### src/rtl/a2d_seq.sv
// a2d_seq: round-robin conversion sequencer for the external A2D converter.
// Each nxt request runs two SPI transactions on the current channel (start
// conversion, then read back), stores the 12-bit result in that channel's
// register and advances to the next channel. A watchdog aborts a transaction
// that never completes and raises a sticky error flag.
module a2d_seq #(
  parameter logic [2:0]  CH_LFT   = 3'd0,
  parameter logic [2:0]  CH_RGHT  = 3'd4,
  parameter logic [2:0]  CH_STEER = 3'd5,
  parameter logic [2:0]  CH_BATT  = 3'd6,
  parameter logic [15:0] TMO_CYC  = 16'd4096
) (
  input  logic        clk,
  input  logic        rst_n,
  input  logic        nxt,
  input  logic        done,
  input  logic [15:0] rd_data,
  output logic        wrt,
  output logic [15:0] cmd,
  output logic [11:0] lft_ld,
  output logic [11:0] rght_ld,
  output logic [11:0] steer_pot,
  output logic [11:0] batt,
  output logic        ld_vld,
  output logic        busy,
  output logic        tmo_err
);

  typedef enum logic [1:0] {
    IDLE = 2'd0,
    CNV  = 2'd1,
    GAP  = 2'd2,
    RD   = 2'd3
  } state_t;

  state_t      state_q, state_d;
  logic [1:0]  rr_q, rr_d;
  logic [15:0] cmd_q, cmd_d;
  logic        wrt_q, wrt_d;
  logic        busy_q, busy_d;
  logic        ld_vld_q, ld_vld_d;
  logic        tmo_err_q, tmo_err_d;
  logic [15:0] tmo_cnt_q, tmo_cnt_d;
  logic [11:0] lft_q, lft_d;
  logic [11:0] rght_q, rght_d;
  logic [11:0] steer_q, steer_d;
  logic [11:0] batt_q, batt_d;

  logic        tmo_hit_s;
  logic [11:0] rd_lo_s;
  logic [3:0]  unused_rd_hi_s;

  // Command word for the channel selected by the round-robin pointer.
  function automatic logic [15:0] chan_cmd(input logic [1:0] sel);
    logic [2:0] ch;
    case (sel)
      2'd0:    ch = CH_LFT;
      2'd1:    ch = CH_RGHT;
      2'd2:    ch = CH_STEER;
      2'd3:    ch = CH_BATT;
      default: ch = CH_LFT;
    endcase
    return {2'b00, ch, 11'h000};
  endfunction

  // The converter result is the low 12 bits; the upper nibble is dropped.
  assign rd_lo_s        = rd_data[11:0];
  assign unused_rd_hi_s = rd_data[15:12];
  assign tmo_hit_s      = (tmo_cnt_q == (TMO_CYC - 16'd1));

  // Next-state, datapath and watchdog logic for the conversion sequence.
  always_comb begin
    state_d   = state_q;
    rr_d      = rr_q;
    cmd_d     = cmd_q;
    wrt_d     = 1'b0;
    ld_vld_d  = 1'b0;
    tmo_err_d = tmo_err_q;
    lft_d     = lft_q;
    rght_d    = rght_q;
    steer_d   = steer_q;
    batt_d    = batt_q;

    case (state_q)
      IDLE: begin
        if (nxt) begin
          cmd_d   = chan_cmd(rr_q);
          wrt_d   = 1'b1;
          state_d = CNV;
        end else begin
          state_d = IDLE;
        end
      end
      CNV: begin
        // done takes priority over a coincident timeout
        if (done) begin
          state_d = GAP;
        end else if (tmo_hit_s) begin
          state_d   = IDLE;
          tmo_err_d = 1'b1;
        end else begin
          state_d = CNV;
        end
      end
      GAP: begin
        wrt_d   = 1'b1;
        state_d = RD;
      end
      RD: begin
        if (done) begin
          case (rr_q)
            2'd0:    lft_d   = rd_lo_s;
            2'd1:    rght_d  = rd_lo_s;
            2'd2:    steer_d = rd_lo_s;
            2'd3:    batt_d  = rd_lo_s;
            default: batt_d  = batt_q;
          endcase
          rr_d     = rr_q + 2'd1;
          ld_vld_d = (rr_q == 2'd1);
          state_d  = IDLE;
        end else if (tmo_hit_s) begin
          // abort keeps rr so the next request retries the same channel
          state_d   = IDLE;
          tmo_err_d = 1'b1;
        end else begin
          state_d = RD;
        end
      end
      default: begin
        state_d = IDLE;
      end
    endcase

    if (wrt_d) begin
      tmo_cnt_d = 16'h0000;
    end else if ((state_q == CNV) || (state_q == RD)) begin
      tmo_cnt_d = tmo_cnt_q + 16'h0001;
    end else begin
      tmo_cnt_d = tmo_cnt_q;
    end

    busy_d = (state_d != IDLE);
  end

  // State and output registers with asynchronous reset.
  always_ff @(posedge clk or negedge rst_n) begin
    if (!rst_n) begin
      state_q   <= IDLE;
      rr_q      <= 2'd0;
      cmd_q     <= 16'h0000;
      wrt_q     <= 1'b0;
      busy_q    <= 1'b0;
      ld_vld_q  <= 1'b0;
      tmo_err_q <= 1'b0;
      tmo_cnt_q <= 16'h0000;
      lft_q     <= 12'h000;
      rght_q    <= 12'h000;
      steer_q   <= 12'h000;
      batt_q    <= 12'h000;
    end else begin
      state_q   <= state_d;
      rr_q      <= rr_d;
      cmd_q     <= cmd_d;
      wrt_q     <= wrt_d;
      busy_q    <= busy_d;
      ld_vld_q  <= ld_vld_d;
      tmo_err_q <= tmo_err_d;
      tmo_cnt_q <= tmo_cnt_d;
      lft_q     <= lft_d;
      rght_q    <= rght_d;
      steer_q   <= steer_d;
      batt_q    <= batt_d;
    end
  end

  assign wrt       = wrt_q;
  assign cmd       = cmd_q;
  assign busy      = busy_q;
  assign ld_vld    = ld_vld_q;
  assign tmo_err   = tmo_err_q;
  assign lft_ld    = lft_q;
  assign rght_ld   = rght_q;
  assign steer_pot = steer_q;
  assign batt      = batt_q;

endmodule
### config.mk
export PLATFORM = sky130hd
export DESIGN_NAME = a2d_seq
export DESIGN_NICKNAME = d
export VERILOG_FILES = /design/src/rtl/a2d_seq.sv
export SDC_FILE = /design/constraint.sdc
export NUM_CORES = 1
export LEC_CHECK = 0
export CAP_MARGIN = 20
export CORE_MARGIN = 5
export CORE_UTILIZATION = 35
export DETAILED_ROUTE_END_ITERATION = 8
export GPL_ROUTABILITY_DRIVEN = 0
export PLACE_DENSITY = 0.72
export SYNTH_ARGS = -nofsm -noshare
export SYNTH_HDL_FRONTEND = slang
export SYNTH_SLANG_ARGS = --single-unit
### constraint.sdc
create_clock -name clk -period 1.7 [get_ports clk]
set_clock_uncertainty 0.05 [all_clocks]
set_input_delay 0.17 -clock clk [delete_from_list [all_inputs] [get_ports clk]]
set_output_delay 0.17 -clock clk [all_outputs]
set_load 0.1 [all_outputs]
* Yosys cells after proc, flatten, opt, wreduce, memory -nomap -nowiden
Index checks and enable logic that the tools add are counted.
W data, S select, Z words.
** Storage, ports and cells
- Register bits after elaboration :: 75
- Input bits :: 20
- Output and inout port bits :: 68
- Word-level logic and storage cells :: 48
** Operators by class
- Add/subtract/negate cells :: 2
- Equal/unequal tests :: 7
- Muxes and demuxes :: 13
- Bitwise operators :: 1
- Reductions and logical operators :: 13
** Operator list (count)
- $mux W16 :: 2
- $add A16 B1 Y16 const B :: 1
- $eq A16 B12 Y1 const B :: 1
- $reduce_and A3 Y1 :: 5
- $pmux W3 S4 :: 1
- $eq A2 B2 Y1 const B :: 4
- $pmux W2 S4 :: 1
- $mux W2 :: 3
- $mux W1 :: 5
- $eq A2 B1 Y1 const B :: 2
- $logic_not A2 Y1 :: 2
- $reduce_and A2 Y1 :: 2
- $reduce_bool A2 Y1 :: 2
- $add A2 B1 Y2 const B :: 1
- $pmux W1 S2 :: 1
- $reduce_or A2 Y1 :: 1
- $logic_or A1 B1 Y1 :: 1
- $not A1 Y1 :: 1

* Depth between registers and ports, before layout
Gate-level depths: netlist of run 1.
- Depth after elaboration :: 5
- Mapped depth :: 6
- Gate-level depth less buffers :: 5

* Worst setup path before layout of run 1
Ideal clock, no wire load.
- Path kind :: register -> register
- Start point :: register tmo_cnt_q[0]
- End point :: register state_q[1]
- Library setup time :: 0.130 ns
- Data arrival time :: 1.288 ns
- Data required time :: 1.520 ns
- Path slack :: 0.232 ns
- Cell stages (with the launch flop) :: 6
- Buffers on the path :: 0
- Clock period less this slack :: 1.468 ns
- Cells stage by stage :: dfrtp_1 -> ha_1 -> nand2_1 -> or2_2 -> nor4_1 -> nor3_1
** On the way
- Word-level cells in the longest chain between the ends :: 4
** RTL lines
- start, declared :: RTL line 43 : logic [15:0] tmo_cnt_q, tmo_cnt_d;
- start signal, assigned :: RTL line 168 : tmo_cnt_q <= tmo_cnt_d;
- $eq A16 B12 Y1 :: RTL line 69 : assign tmo_hit_s = (tmo_cnt_q == (TMO_CYC - 16'd1));
- $mux W2 :: RTL line 121 : end else if (tmo_hit_s) begin
- $mux W2 :: RTL line 110 : if (done) begin
- $pmux W2 S4 :: RTL line 84 : case (state_q)
- via state_d[1] :: RTL line 36 : state_t state_q, state_d;
- end signal, assigned :: RTL line 161 : state_q <= state_d;
- end, declared :: RTL line 36
The timed path passes the listed nets, and every way through them passes these cells.
A chain may end at the register's enable or synchronous reset.

* Worst setup path in the final report of run 1
- Start point :: register tmo_cnt_q[1]
- End point :: register state_q[1]
The elaborated chain is that of the path after synthesis.

==> flow_summary.ini, run 1 <==
[synth]
async_reset_ff_frac = 1.00
synth-edff-count = 0
synth_seq_cells = 75
synthDistinctLibCells = 35
yosys.area_share.simple = 0.0989
synth-compound-area-share = 0.0292
synth_ff_type = dfrtp_1
yosysMostFrequentCell = dfrtp_1
ys_top_cells_by_count = dfrtp_1, mux2_1, nand2_1
seq_area_frac_synth = 0.584
synth_top_area_share = 0.584
synth.area.mux_share = 0.203
yosys_warnings = 0
synth_xor_area_frac = 0.0109
synth_top_area_cell = dfrtp_1
synthAdderAreaFrac = 0.0234
ys_top_cells_by_area = dfrtp_1, mux2_1, buf_4
syn_avg_cell_area_sq_um = 13.2
synth_top_family_by_area = multiplexers
netlist_area_sq_um = 3210
syn_inst = 244

[global_routing]
grt_pass1_wl_microns = 11300
grt_util_all_layers = 0.129
grt_pass1_vias = 2179
grt_max_degree = 41
gr-total-overflow = 0
antenna_found_initial = 0

[clock_network]
clk_path_buf_depth = 2
insertion_delay_ns = 0.34
clockRootBuffer = clkbuf_8
cts.clk_slew.worst_paths_ns = 0.08
post_cts_buffers = 0
cts_tree = built
cts_htree_levels = 3
cts_buffers = 9
clock-sinks = 75

[sta]
timing.hold.ws_ns = 0.310
clock.fmax_mhz = 627
grt_setup_unrepaired = no
hold_violations = 0
setup_viol = 0
maxSlewHeadroom = 0.657
finalMaxSlewViolations = 0
max_slew.worst_pin.slew_ns = 0.515
setup-tns-final_ns = 0
finalWorstPathRequiredPeriod_ns = 1.60
post-route-period-util = 0.938

[routing]
vias = 2161
drt.antenna.violating_nets = 0
drc = 0
drt_wl_total_microns = 6820
routedWlPerCell_microns = 15.2
vias_per_cell = 4.80
drt-initial-drc-count = 93
drtPass1Iterations = 4

[setup_path]
path_buf_inv = 0
critPathLaunchType = register
reg2reg_from = tmo_cnt_q[1]$_DFFE_PN0P_
r2r_cells = 5
critPathTopFamily = simple AND/OR/NAND/NOR gates
cp.arrival_ns = 1.77
crit_type = reg2reg
slowest_stage = dfrtp_1
reg2reg_setup_slack_ns = 0.10
cp_max_fo = 4
cp.required_ns = 1.87
crit_path_end_kind = register
slowest_delay_ns = 0.40
r2r-end = state_q[1]$_DFF_PN0_
crit_chain = ha_2 -> nand2_1 -> or2_2 -> nor4_2 -> nor3_1

[layout]
n_fill_cell = 752
fin_util = 0.545
layout.nets = 362
drive_gt1_frac = 0.327
diodes = 0
area_growth_pct = 54.4

[placed_design]
hpwl_microns = 5000
io_buffers = 70

[floorplan]
io_pins = 88
chipHeight_microns = 106
die_w_microns = 106
initial_core_util = 0.353
row_count = 35
core_sq_um = 9110
die-area_sq_um = 11200

[run]
max_cap_viol_count = 0

[hold_path]
hold_class = in2async

[run_status]
status = completed
## cells by family (layout without fill, tap and decap cells)
kind of cell	after synthesis	after routing
multiplexers	59	59
XOR/XNOR	4	4
flip-flops	75	75
AO/OA/AOI/OAI	14	14
AND/OR/NAND/NOR	60	60
buffers and inverters	25	108
other	1	13
adder cells (fa/ha/maj)	6	6
## cell type report
class / instances / area [sq um] / area share
Sequential cell: 75 / 1880 / 0.378
Timing Repair Buffer: 89 / 1440 / 0.291
Multi-Input combinational cell: 156 / 1230 / 0.248
Tap cell: 111 / 139 / 0.0280
Clock inverter: 5 / 128 / 0.0257
Clock buffer: 9 / 124 / 0.0250
Inverter: 5 / 18.8 / 0.00378
## flip-flops by register name (all words and copies together), names as in the netlist
register / flops
busy: 1
rr_q: 2
steer_pot: 12
cmd: 3
state_q: 2
lft_ld: 12
batt: 12
wrt: 1
tmo_cnt_q: 16
tmo_err: 1
rght_ld: 12
ld_vld: 1
## through the flow
step	instances	area (sq um)	setup slack (ns)
after floorplan	256	3260	0.232
after global placement	435	4690	0.0521
after detailed placement	435	4690	0.0128
after CTS	450	4950	0.0286
after global routing	450	4960	0.0117
final	450	4960	0.105
## worst max-delay path by stage
stage,startpoint,end,slack (ns),cells past startpoint
after floorplan,tmo_cnt_q[0]$_DFFE_PN0P_,state_q[1]$_DFF_PN0_,0.23,5
after global placement,done,rght_ld[10]$_DFFE_PN0P_,0.05,6
after detailed placement,done,rght_ld[9]$_DFFE_PN0P_,0.01,6
after CTS,tmo_cnt_q[1]$_DFFE_PN0P_,state_q[1]$_DFF_PN0_,0.03,5
after global routing,tmo_cnt_q[1]$_DFFE_PN0P_,state_q[0]$_DFF_PN0_,0.01,5
final,tmo_cnt_q[1]$_DFFE_PN0P_,state_q[1]$_DFF_PN0_,0.10,5
## cell usage in the layout, fill, tap and decap left out, types with 2 or more instances in the layout
cell	count
mux2i_1	9
nand2_2	5
o311ai_0	2
xnor2_1	3
clkbuf_8	9
clkdlybuf4s50_1	14
nand3_1	8
o21ai_0	6
o41ai_1	2
mux2_2	11
or2_1	2
nand2_1	20
bufinv_16	4
ha_1	5
nor2_1	8
buf_4	15
dfrtp_1	75
conb_1	13
buf_12	59
nor3_1	4
nand4_1	4
mux2_1	39
inv_1	4
## metal layers
metal	global-route usage	up-vias	wire [microns]
met1	0.170	1082	3160
met5	0	-	0
li1	-	1014	-
met4	0.0333	0	30
met3	0.0374	4	327
met2	0.209	61	3310
## timing repair
action | CTS | global route
hold buffers | 1 | 0
gates resized for setup | 0 | 2
endpoints found under the hold margin | 39 | 0
endpoints found under the setup margin | 0 | 3
Power of run 1 is not shown: default switching activity piles up to over one toggle a cycle in this logic, so the estimate is an artifact.
==> inputs of run 2 (changes only) <==
- SETUP_SLACK_MARGIN: unset -> 0.4
==> run 2 against run 1 <==
Sequential share of layout area down 4.7 points. Wire length up 27%. First-iteration DRC count down 39%. Worst hold slack worse by 0.072 ns. Critical path depth down 2.
==> flow_summary.ini, run 2 (synthesis results as in run 1) <==
[setup_path]
crit_type = reg2reg
cp_max_fo = 5
path_buf_inv = 0
critPathLaunchType = register
critPathTopFamily = simple AND/OR/NAND/NOR gates
cp.required_ns = 1.88
slowest_delay_ns = 0.57
crit_start = tmo_cnt_q[12]$_DFFE_PN0P_
reg2reg_from = tmo_cnt_q[12]$_DFFE_PN0P_
slowest_stage = or4_4
crit_chain = or4_4 -> nor4_2 -> nor3_1
cp.arrival_ns = 1.70
crit_path_end_kind = register

[floorplan]
die_w_microns = 106
initial_core_util = 0.353
die-area_sq_um = 11200
core_sq_um = 9110
io_pins = 88
row_count = 35
chipHeight_microns = 106

[clock_network]
cts_tree = built
clock-sinks = 75
clockRootBuffer = clkbuf_8
cts.clk_slew.worst_paths_ns = 0.08
cts_buffers = 9
cts_htree_levels = 3
insertion_delay_ns = 0.35
clk_path_buf_depth = 2

[layout]
layout.area.seq_sq_um = 1890
fin_area_sq_um = 5700
diodes = 0
largest-register = tmo_cnt_q
layout_common_cells = dfrtp_1, buf_12, mux2_4, buf_4, nand2_1
area_growth_pct = 77.3
n_fill_cell = 654
multiInputGateArea_sq_um = 1680
layout_commonest_cell = dfrtp_1
largest_reg_flops = 16
drive_gt1_frac = 0.586
layout.nets = 393

[sta]
setup_viol = 0
clock.fmax_mhz = 658
finalWorstPathRequiredPeriod_ns = 1.52
setup_ws_ns = 0.180
hold_violations = 0
grt_setup_unrepaired = yes
setup-tns-final_ns = 0
finalMaxSlewViolations = 0
post-route-period-util = 0.894

[routing]
drc = 0
routedWlPerCell_microns = 17.9
drtPass1Iterations = 4
drt_wl_total_microns = 8650
vias = 2387
drt.antenna.violating_nets = 0
drt-initial-drc-count = 57
vias_per_cell = 4.94

[global_routing]
grt_util_all_layers = 0.155
grt_max_degree = 32
gr-total-overflow = 0
grt_pass1_vias = 2546
grt_pass1_wl_microns = 13600
antenna_found_initial = 0

[placed_design]
place_ws_ns = -0.0305
io_buffers = 70
place_area_sq_um = 4730
hpwl_microns = 5110

[run]
max_cap_viol_count = 0

[run_status]
status = completed

[hold_path]
hold_class = in2async
## run 2: changes by cell type in the layout (fill, tap and decap cells not counted), moves of 4 or more
cell | before | now
nand2_8 | 0 | 5
mux2_1 | 39 | 0
mux2_2 | 11 | 6
ha_1 | 5 | 0
dfrtp_2 | 0 | 11
ha_4 | 0 | 5
dfrtp_1 | 75 | 64
nor2_1 | 8 | 4
buf_6 | 0 | 7
buf_4 | 15 | 33
mux2_4 | 0 | 44
## run 2: path summary, 6_finish.rpt
| check | slack (ns) | depth (start not counted) | end |
|---|---|---|---|
| worst max-delay path | 0.18 | 3 | state_q[1]$_DFF_PN0_ |
| worst min-delay path | 0.24 | 2 | rght_ld[3]$_DFFE_PN0P_ |
| worst max register to register | 0.18 | 3 | state_q[1]$_DFF_PN0_ |
| worst min register to register | 0.48 | 1 | tmo_cnt_q[15]$_DFFE_PN0P_ |
| max in group asynchronous | 0.78 | 3 | rght_ld[1]$_DFFE_PN0P_ |
| min in group clk | 0.47 | 2 | steer_pot[1]$_DFFE_PN0P_ |
## run 2: cell type report
cell class,count,share of cell area
clock buffers,10,0.0224
clock inverters,6,0.0116
inverters,5,0.00417
multi-input cells,157,0.295
flip-flops and latches,75,0.332
well taps,111,0.0244
repair buffers,119,0.311
## run 2: metal layers
| layer | GRT usage | share of wire | routed length (microns) |
|---|---|---|---|
| met1 | 0.195 | 0.44 | 3790 |
| met4 | 0.0463 | 0.015 | 129 |
| met2 | 0.259 | 0.50 | 4290 |
| met3 | 0.0459 | 0.050 | 435 |
| met5 | 0 | 0 | 0 |
## run 2: metrics by stage
stage | hold slack [ns] | utilization | instances
2_1_floorplan | -0.176 | - | 256
6_report | 0.238 | 0.626 | 483
3_5_place_dp | 0.0692 | 0.520 | 427
4_1_cts | 0.221 | 0.605 | 476
5_1_grt | 0.244 | 0.626 | 483
3_3_place_gp | 0.0637 | 0.520 | 427
## run 2: what timing repair did
item | CTS | global route
resized for setup | 61 | 25
setup endpoints to repair | 61 | 69
cloned | 3 | 1
endpoints found under the hold margin | 27 | 0
pin swaps | 18 | 10
setup buffers | 29 | 6
hold buffers | 1 | 0
Power of run 2 is left out for the same reason.
